### src/rtl/regfile_sb.sv
// Register file with per-register pending (scoreboard) bits, optional
// write-to-read forwarding and a registered count of pending registers.
module regfile_sb #(
    parameter int  XLEN   = 32,
    parameter int  NREG   = 32,
    parameter int  BYPASS = 1,
    localparam int AW     = $clog2(NREG)
) (
    input  logic            clk,
    input  logic            reset_n,
    input  logic [AW-1:0]   rs1_addr,
    input  logic [AW-1:0]   rs2_addr,
    output logic [XLEN-1:0] rs1_data,
    output logic [XLEN-1:0] rs2_data,
    output logic            rs1_ready,
    output logic            rs2_ready,
    input  logic            wr_en,
    input  logic [AW-1:0]   wr_addr,
    input  logic [XLEN-1:0] wr_data,
    input  logic            iss_en,
    input  logic [AW-1:0]   iss_rd,
    input  logic            flush,
    output logic [AW:0]     pend_cnt
);

    logic [XLEN-1:0] regs_q [NREG];
    logic [XLEN-1:0] regs_d [NREG];
    logic [NREG-1:0] pend_q;
    logic [NREG-1:0] pend_d;
    logic [AW:0]     pend_cnt_q;
    logic [AW:0]     pend_cnt_d;

    logic wr_hit;
    logic iss_hit;
    logic set_new;
    logic clr_old;

    // Register 0 is excluded from both writes and issues; flush suppresses issue.
    assign wr_hit  = wr_en && (wr_addr != '0);
    assign iss_hit = iss_en && (iss_rd != '0) && !flush;

    // Count only real transitions: a set of an already pending bit and a
    // clear overridden by a same-register issue leave the count alone.
    assign set_new = iss_hit && !pend_q[iss_rd];
    assign clr_old = wr_hit && pend_q[wr_addr] && !(iss_hit && (iss_rd == wr_addr));

    always_comb begin
        regs_d = regs_q;
        pend_d = pend_q;
        if (wr_hit) begin
            regs_d[wr_addr] = wr_data;
            pend_d[wr_addr] = 1'b0;
        end
        if (flush) begin
            pend_d = '0;
        end else if (iss_hit) begin
            pend_d[iss_rd] = 1'b1;
        end
    end

    always_comb begin
        if (flush) begin
            pend_cnt_d = '0;
        end else begin
            pend_cnt_d = pend_cnt_q + (AW+1)'(set_new) - (AW+1)'(clr_old);
        end
    end

    always_ff @(posedge clk or negedge reset_n) begin
        if (!reset_n) begin
            for (int i = 0; i < NREG; i++) begin
                regs_q[i] <= '0;
            end
            pend_q     <= '0;
            pend_cnt_q <= '0;
        end else begin
            regs_q     <= regs_d;
            pend_q     <= pend_d;
            pend_cnt_q <= pend_cnt_d;
        end
    end

    // Returns {ready, data} for one read port.
    function automatic logic [XLEN:0] read_port(
        input logic [AW-1:0]   addr,
        input logic [XLEN-1:0] stored,
        input logic            pend,
        input logic            wen,
        input logic [AW-1:0]   waddr,
        input logic [XLEN-1:0] wdata,
        input logic            rstn
    );
        logic [XLEN:0] r;
        r = {~pend, stored};
        if ((BYPASS != 0) && wen && (waddr == addr)) begin
            r = {1'b1, wdata};
        end
        if ((addr == '0) || !rstn) begin
            r = {1'b1, {XLEN{1'b0}}};
        end
        return r;
    endfunction

    assign {rs1_ready, rs1_data} = read_port(rs1_addr, regs_q[rs1_addr], pend_q[rs1_addr],
                                             wr_en, wr_addr, wr_data, reset_n);
    assign {rs2_ready, rs2_data} = read_port(rs2_addr, regs_q[rs2_addr], pend_q[rs2_addr],
                                             wr_en, wr_addr, wr_data, reset_n);

    assign pend_cnt = pend_cnt_q;

endmodule

### config.mk
export PLATFORM = sky130hd
export DESIGN_NAME = regfile_sb
export DESIGN_NICKNAME = d
export VERILOG_FILES = /design/src/rtl/regfile_sb.sv
export SDC_FILE = /design/constraint.sdc
export NUM_CORES = 2
export LEC_CHECK = 0
export ABC_AREA = 1
export BUFFER_PORTS_ARGS = -buffer_cell sky130_fd_sc_hd__buf_2
export CAP_MARGIN = 20
export CORE_MARGIN = 1.5
export CORE_UTILIZATION = 39
export CTS_CLUSTER_SIZE = 28
export DETAILED_ROUTE_END_ITERATION = 10
export PLACE_DENSITY = 0.53
export SYNTH_ARGS = -nofsm -noshare
export SYNTH_HDL_FRONTEND = slang
export SYNTH_SLANG_ARGS = --single-unit
### constraint.sdc
create_clock -name clk -period 3.2 [get_ports clk]
set_clock_uncertainty 0.2 [all_clocks]
set_input_delay 0.16 -clock clk [delete_from_list [all_inputs] [get_ports clk]]
set_output_delay 0.16 -clock clk [all_outputs]
set_load 0.01 [all_outputs]
* After elaboration in Yosys (flattened, before gate mapping)
Cells that the tools add are included.
Word-level totals: flip-flop bits (word level) 1062, latch bits 0, memory bits (writable) 0, bits in read-only memories 0, input port bits 57, output and inout bits 72, logic and storage cells 108, memories kept 0
Operators by class: $add $sub $neg 2, multiply operators 0, divide/modulo/power cells 0, order comparisons 10, equal/unequal tests 3, shifts and indexed selects 0, muxes and demuxes 29, bitwise gates (word level) 8, reductions and logical operators 22
Operators with widths (count):
- $bwmux 1024 | 1
- $bmux 32 s5 | 2
- $mux 32 | 8
- $demux 32 s5 | 1
- $mux 33 | 4
- $and 32x32->32 | 1
- $not 32->32 | 1
- $or 32x32->32 | 1
- $lt 5x6->1 const B | 4
- $bmux 1 s5 | 4
- $ge 6x6->1 const B | 3
- $not 5->6 | 3
- $eq 5x5->1 | 3
- $logic_and 1x1->1 | 12
- $demux 1 s5 | 2
- $ge 5x1->1 const B | 2
- $logic_not 5->1 | 2
- $reduce_bool 5->1 | 2
- $add 6x1->6 | 1
- $lt 6x1->1 const B | 1
- $mux 1 | 6
- $mux 6 | 1
- $sub 6x1->6 | 1
- $logic_not 1->1 | 4
- 2 further kinds | 4

* Depth between registers and ports, before layout
depth in word-level cells 10, depth in mapped cells 21

* Worst setup path before layout
OpenSTA, ideal clock, no wires.
path type input to register, start point input port wr_addr[0], end point register pend_cnt_q[4], in the netlist pend_cnt[4], setup time 123 ps, arrival time 2757 ps, setup slack 120 ps, stages on the path 21, path through buf_2 inv_2 nor2_1 inv_2 buf_2 buf_2 o22ai_1 o21ai_0 nand2_1 nor2_1 a21oi_1 ha_1 inv_1 ha_1 fa_1 nand2_1 inv_1 o21ai_0 nand2_1 o21ai_0 a21oi_1
On the way: longest elaborated chain between the ends 6, elaborated cells between the ends (all ways) 11
RTL lines:
- start, declared | line 18 | input logic [AW-1:0] wr_addr,
- $bmux 1 s5 (tied with other cells) | line 45 | assign clr_old = wr_hit && pend_q[wr_addr] && !(iss_hit && (iss_rd == wr_addr));
- $mux 1 (implied by the code) (tied with other cells) | line 45
- $logic_and 1x1->1 or $logic_not 1->1 (tied branches) | line 45
- $logic_and 1x1->1 (*) | line 45
- $sub 6x1->6 (*) | line 65 | pend_cnt_d = pend_cnt_q + (AW+1)'(set_new) - (AW+1)'(clr_old);
- $mux 6 (*) | line 62 | if (flush) begin
- via pend_cnt_d[4] | line 31 | logic [AW:0] pend_cnt_d;
- end signal, assigned | line 79 | pend_cnt_q <= pend_cnt_d;
- end, declared | line 30 | logic [AW:0] pend_cnt_q;
Mark *: on every way through the listed nets, which the timed path passes. The rest lies on a longest branch. The select of a mux whose other input is x is not followed. A chain may end at the register's enable or synchronous reset.

* Final worst setup path
start point input port wr_addr[4], end point output port rs1_data[16]
On the way: longest elaborated chain between the ends 4
RTL lines:
- $eq 5x5->1 | line 95 | if ((BYPASS != 0) && wen && (waddr == addr)) begin
- $logic_and 1x1->1 | line 95
- $mux 33 | line 95
- $mux 33 | line 98 | if ((addr == '0) || !rstn) begin
- end, declared | line 13 | output logic [XLEN-1:0] rs1_data,
No other way between the ends.

==> impl_metrics.tcl <==
set metrics [dict create \
    status "complete, no violations" \
    worst_ep_required_time_ns 2.84 \
    crit_type "primary input to output pin" \
    io_pins 129 \
    htreeDepth 4 \
    syn_area_sq_um 60700 \
    antenna_found_initial 17 \
    syn_nets 8722 \
    numCtsBuffers 134 \
    coreArea_sq_um 154000 \
    power_frac_seq 0.423 \
    fin_ws_ns 0.0229 \
    worstMarginPinSlew_ns 1.08 \
    layout_commonest_cell "nand2_1" \
    die-area_sq_um 158000 \
    hold_viol 0 \
    ys_seq_area_frac 0.437 \
    die_h_microns 398 \
    cts_root_buf "clkbuf_16" \
    grt_start_max_net_pins 159 \
    placed_cell_area_sq_um 64000 \
    rsz0062_at_grt "false" \
    cts.sinks 1062 \
    yosys_warnings 0 \
    syn_inst 8658 \
    cts_tree "yes" \
    grt_pass1_vias 56411 \
    routed_wl_microns 267000 \
    fin_hold_ws_ns 0.0838 \
    min_from "wr_addr[1]" \
    p_total_uw 41800 \
    ir_worst_vdd_mv 0.445 \
    insertion_delay_ns 0.77 \
    p_comb_frac 0.206 \
    wl_per_cell_microns 25.2 \
    pwr-share-clk 0.371 \
    drc 0 \
    fmax_ghz 0.315 \
    setup_viol 0 \
    end_kind "output pin" \
    ant_nets 0 \
    p_leak_uw 0.0315 \
    utilization 0.447 \
    ys_seq_elements 1062 \
    avgSynthCellArea_sq_um 7.02 \
    swShare 0.321 \
    critical_path.startpoint_type "primary input" \
    maxCapViolations 0 \
    num_rows 144 \
    grt_pass1_wl_microns 390000 \
    r2r_start "pend_q[5]" \
    place_hpwl_microns 153000 \
    io_buffers 128 \
    pwr_density_cell_nw_per_um2 605 \
    internal_power_uw 28400 \
    nets 8517 \
    num_vias 61390 \
    pre_cts_ws_ns -0.0169 \
    max_slew_margin 0.280 \
    yosysUniqueCellTypes 31 \
    fin_area_sq_um 69100 \
    mostFrequentLayoutCells "nand2_1 (2,456), o21ai_0 (1,253), dfrtp_1 (1,061)" \
    post-route-min-period_ns 3.18 \
    drt-vias-per-instance 5.79 \
    drive_gt1_frac 0.0798 \
    clk_pin_slew_worst_paths_ns 0.05 \
    clock_path_buffers 3 \
    multi_input_comb_area_sq_um 28400 \
    gp_congestion 0.911 \
    period_share 0.993 \
    cp_data_arrival_time_ns 2.82 \
    hold_path.class "primary input to flop" \
    worst-path-max-fanout 24 \
    drt_first_pass_iters 6 \
    start_util 0.393 \
    grtUsageTotal 0.333 \
    gr-total-overflow 0 \
    register_area_sq_um 26600 \
    cp-startpoint "wr_addr[4]" \
    cts_setup_buffers 0 \
    power_switching_uw 13400 \
    area_delta_synth_final_pct 13.7 \
    fillers 15655 \
    initialDrtViolationCount 7810 \
    slew_viol_final 0 \
    die_x_microns 398 \
]
-- routing by layer --
metal	track usage	up-vias	part of all wire
li1	-	28019	-
met1	0.468	29721	0.43
met2	0.513	3112	0.44
met3	0.0566	526	0.091
met4	0.121	12	0.038
met5	0	-	0.00029
-- cells by family (layout without fill, tap and decap cells) --
kind of cell | after synthesis | count (layout) | synth area share
AO/OA/AOI/OAI | 2179 | 2179 | 0.193
XOR/XNOR | 6 | 6 | 0.000865
adder cells (fa/ha/maj) | 7 | 7 | 0.00157
buffers and inverters | 1503 | 1393 | 0.0984
flip-flops | 1062 | 1062 | 0.437
other | 0 | 5 | 0
AND/OR/NAND/NOR | 3901 | 3901 | 0.268
-- area by class of cell --
| cell class | count | area share |
|---|---|---|
| diodes | 5 | 0.000181 |
| well taps | 2044 | 0.0370 |
| repair buffers | 443 | 0.0635 |
| multi-input cells | 6093 | 0.411 |
| clock buffers | 202 | 0.0594 |
| inverters | 719 | 0.0396 |
| flip-flops and latches | 1062 | 0.385 |
| clock inverters | 29 | 0.00458 |
-- what timing repair did --
action                                  in CTS  in global routing
gates resized for setup                      0                 10
endpoints found under the setup margin       0                  2
endpoints found under the hold margin     1088                  0
hold buffers                                59                  0
-- cells in the mapped netlist --
cell / count / share of area
nor2_2: 7 / 0.00072
o21bai_1: 1 / 0.00012
inv_2: 20 / 0.0012
o21ai_1: 64 / 0.0053
nand3b_1: 30 / 0.0037
buf_2: 227 / 0.019
nand2_2: 2 / 0.00021
nor3_2: 1 / 0.00016
nor4_1: 7 / 0.00072
dfrtp_1: 1062 / 0.44
or2_2: 22 / 0.0023
xnor2_1: 1 / 0.00014
o211ai_1: 332 / 0.041
ha_1: 6 / 0.0012
nand2_1: 2467 / 0.15
o22ai_1: 7 / 0.00072
inv_1: 695 / 0.043
nand4_1: 7 / 0.00072
nor2_1: 273 / 0.017
nor2_4: 11 / 0.0020
nand3_1: 1058 / 0.087
o21ai_0: 1259 / 0.10
a21oi_1: 516 / 0.043
clkbuf_1: 452 / 0.028
nor3_1: 16 / 0.0013
buf_1: 91 / 0.0056
buf_4: 13 / 0.0016
fa_1: 1 / 0.00033
clkbuf_2: 1 / 0.000082
xor2_1: 5 / 0.00072
clkinv_1: 4 / 0.00025
-- power by group through the flow --
stage	clock, uW	sequential, uW	combinational, uW
after CTS	15700	17600	8530
after global routing	16200	18000	9730
after global placement	0	17800	8260
final	15500	17700	8600
after floorplan	0	17500	5810
after detailed placement	0	17800	8430
-- critical path, stage by stage --
cell and delay, ns:
dlygate4sd3_1 0.52, buf_2 0.24, inv_2 0.10, o22ai_1 0.21, nor2_1 0.08, nand3_2 0.14
buf_4 0.43, o21ai_0 0.13, a21oi_1 0.37, buf_4 0.25, buf_2 0.15
-- state kept, by name, summed over array words and instances, names as in the netlist --
name,count
regs_q,1024
pend_q,32
pend_cnt,6
-- worst paths after layout --
check / slack, ns / cells past startpoint / end
max in group asynchronous: 0.69 / 6 / pend_q[4]
min: 0.08 / 6 / pend_q[5]
max: 0.02 / 11 / rs1_data[16]
min in group asynchronous: 0.44 / 4 / regs_q[27]
min reg2reg: 0.18 / 0 / regs_q[1007]
max reg2reg: 0.23 / 16 / pend_cnt[4]
-- per-stage QoR --
| stage | TNS, ns | cells |
|---|---|---|
| 3_3_place_gp | -0.146 | 10302 |
| 6_report | 0 | 10597 |
| 5_1_grt | 0 | 10594 |
| 3_5_place_dp | -0.0169 | 10302 |
| 2_1_floorplan | 0 | 8658 |
| 4_1_cts | 0 | 10592 |
Note: power is estimated with default switching activity, not from simulation.
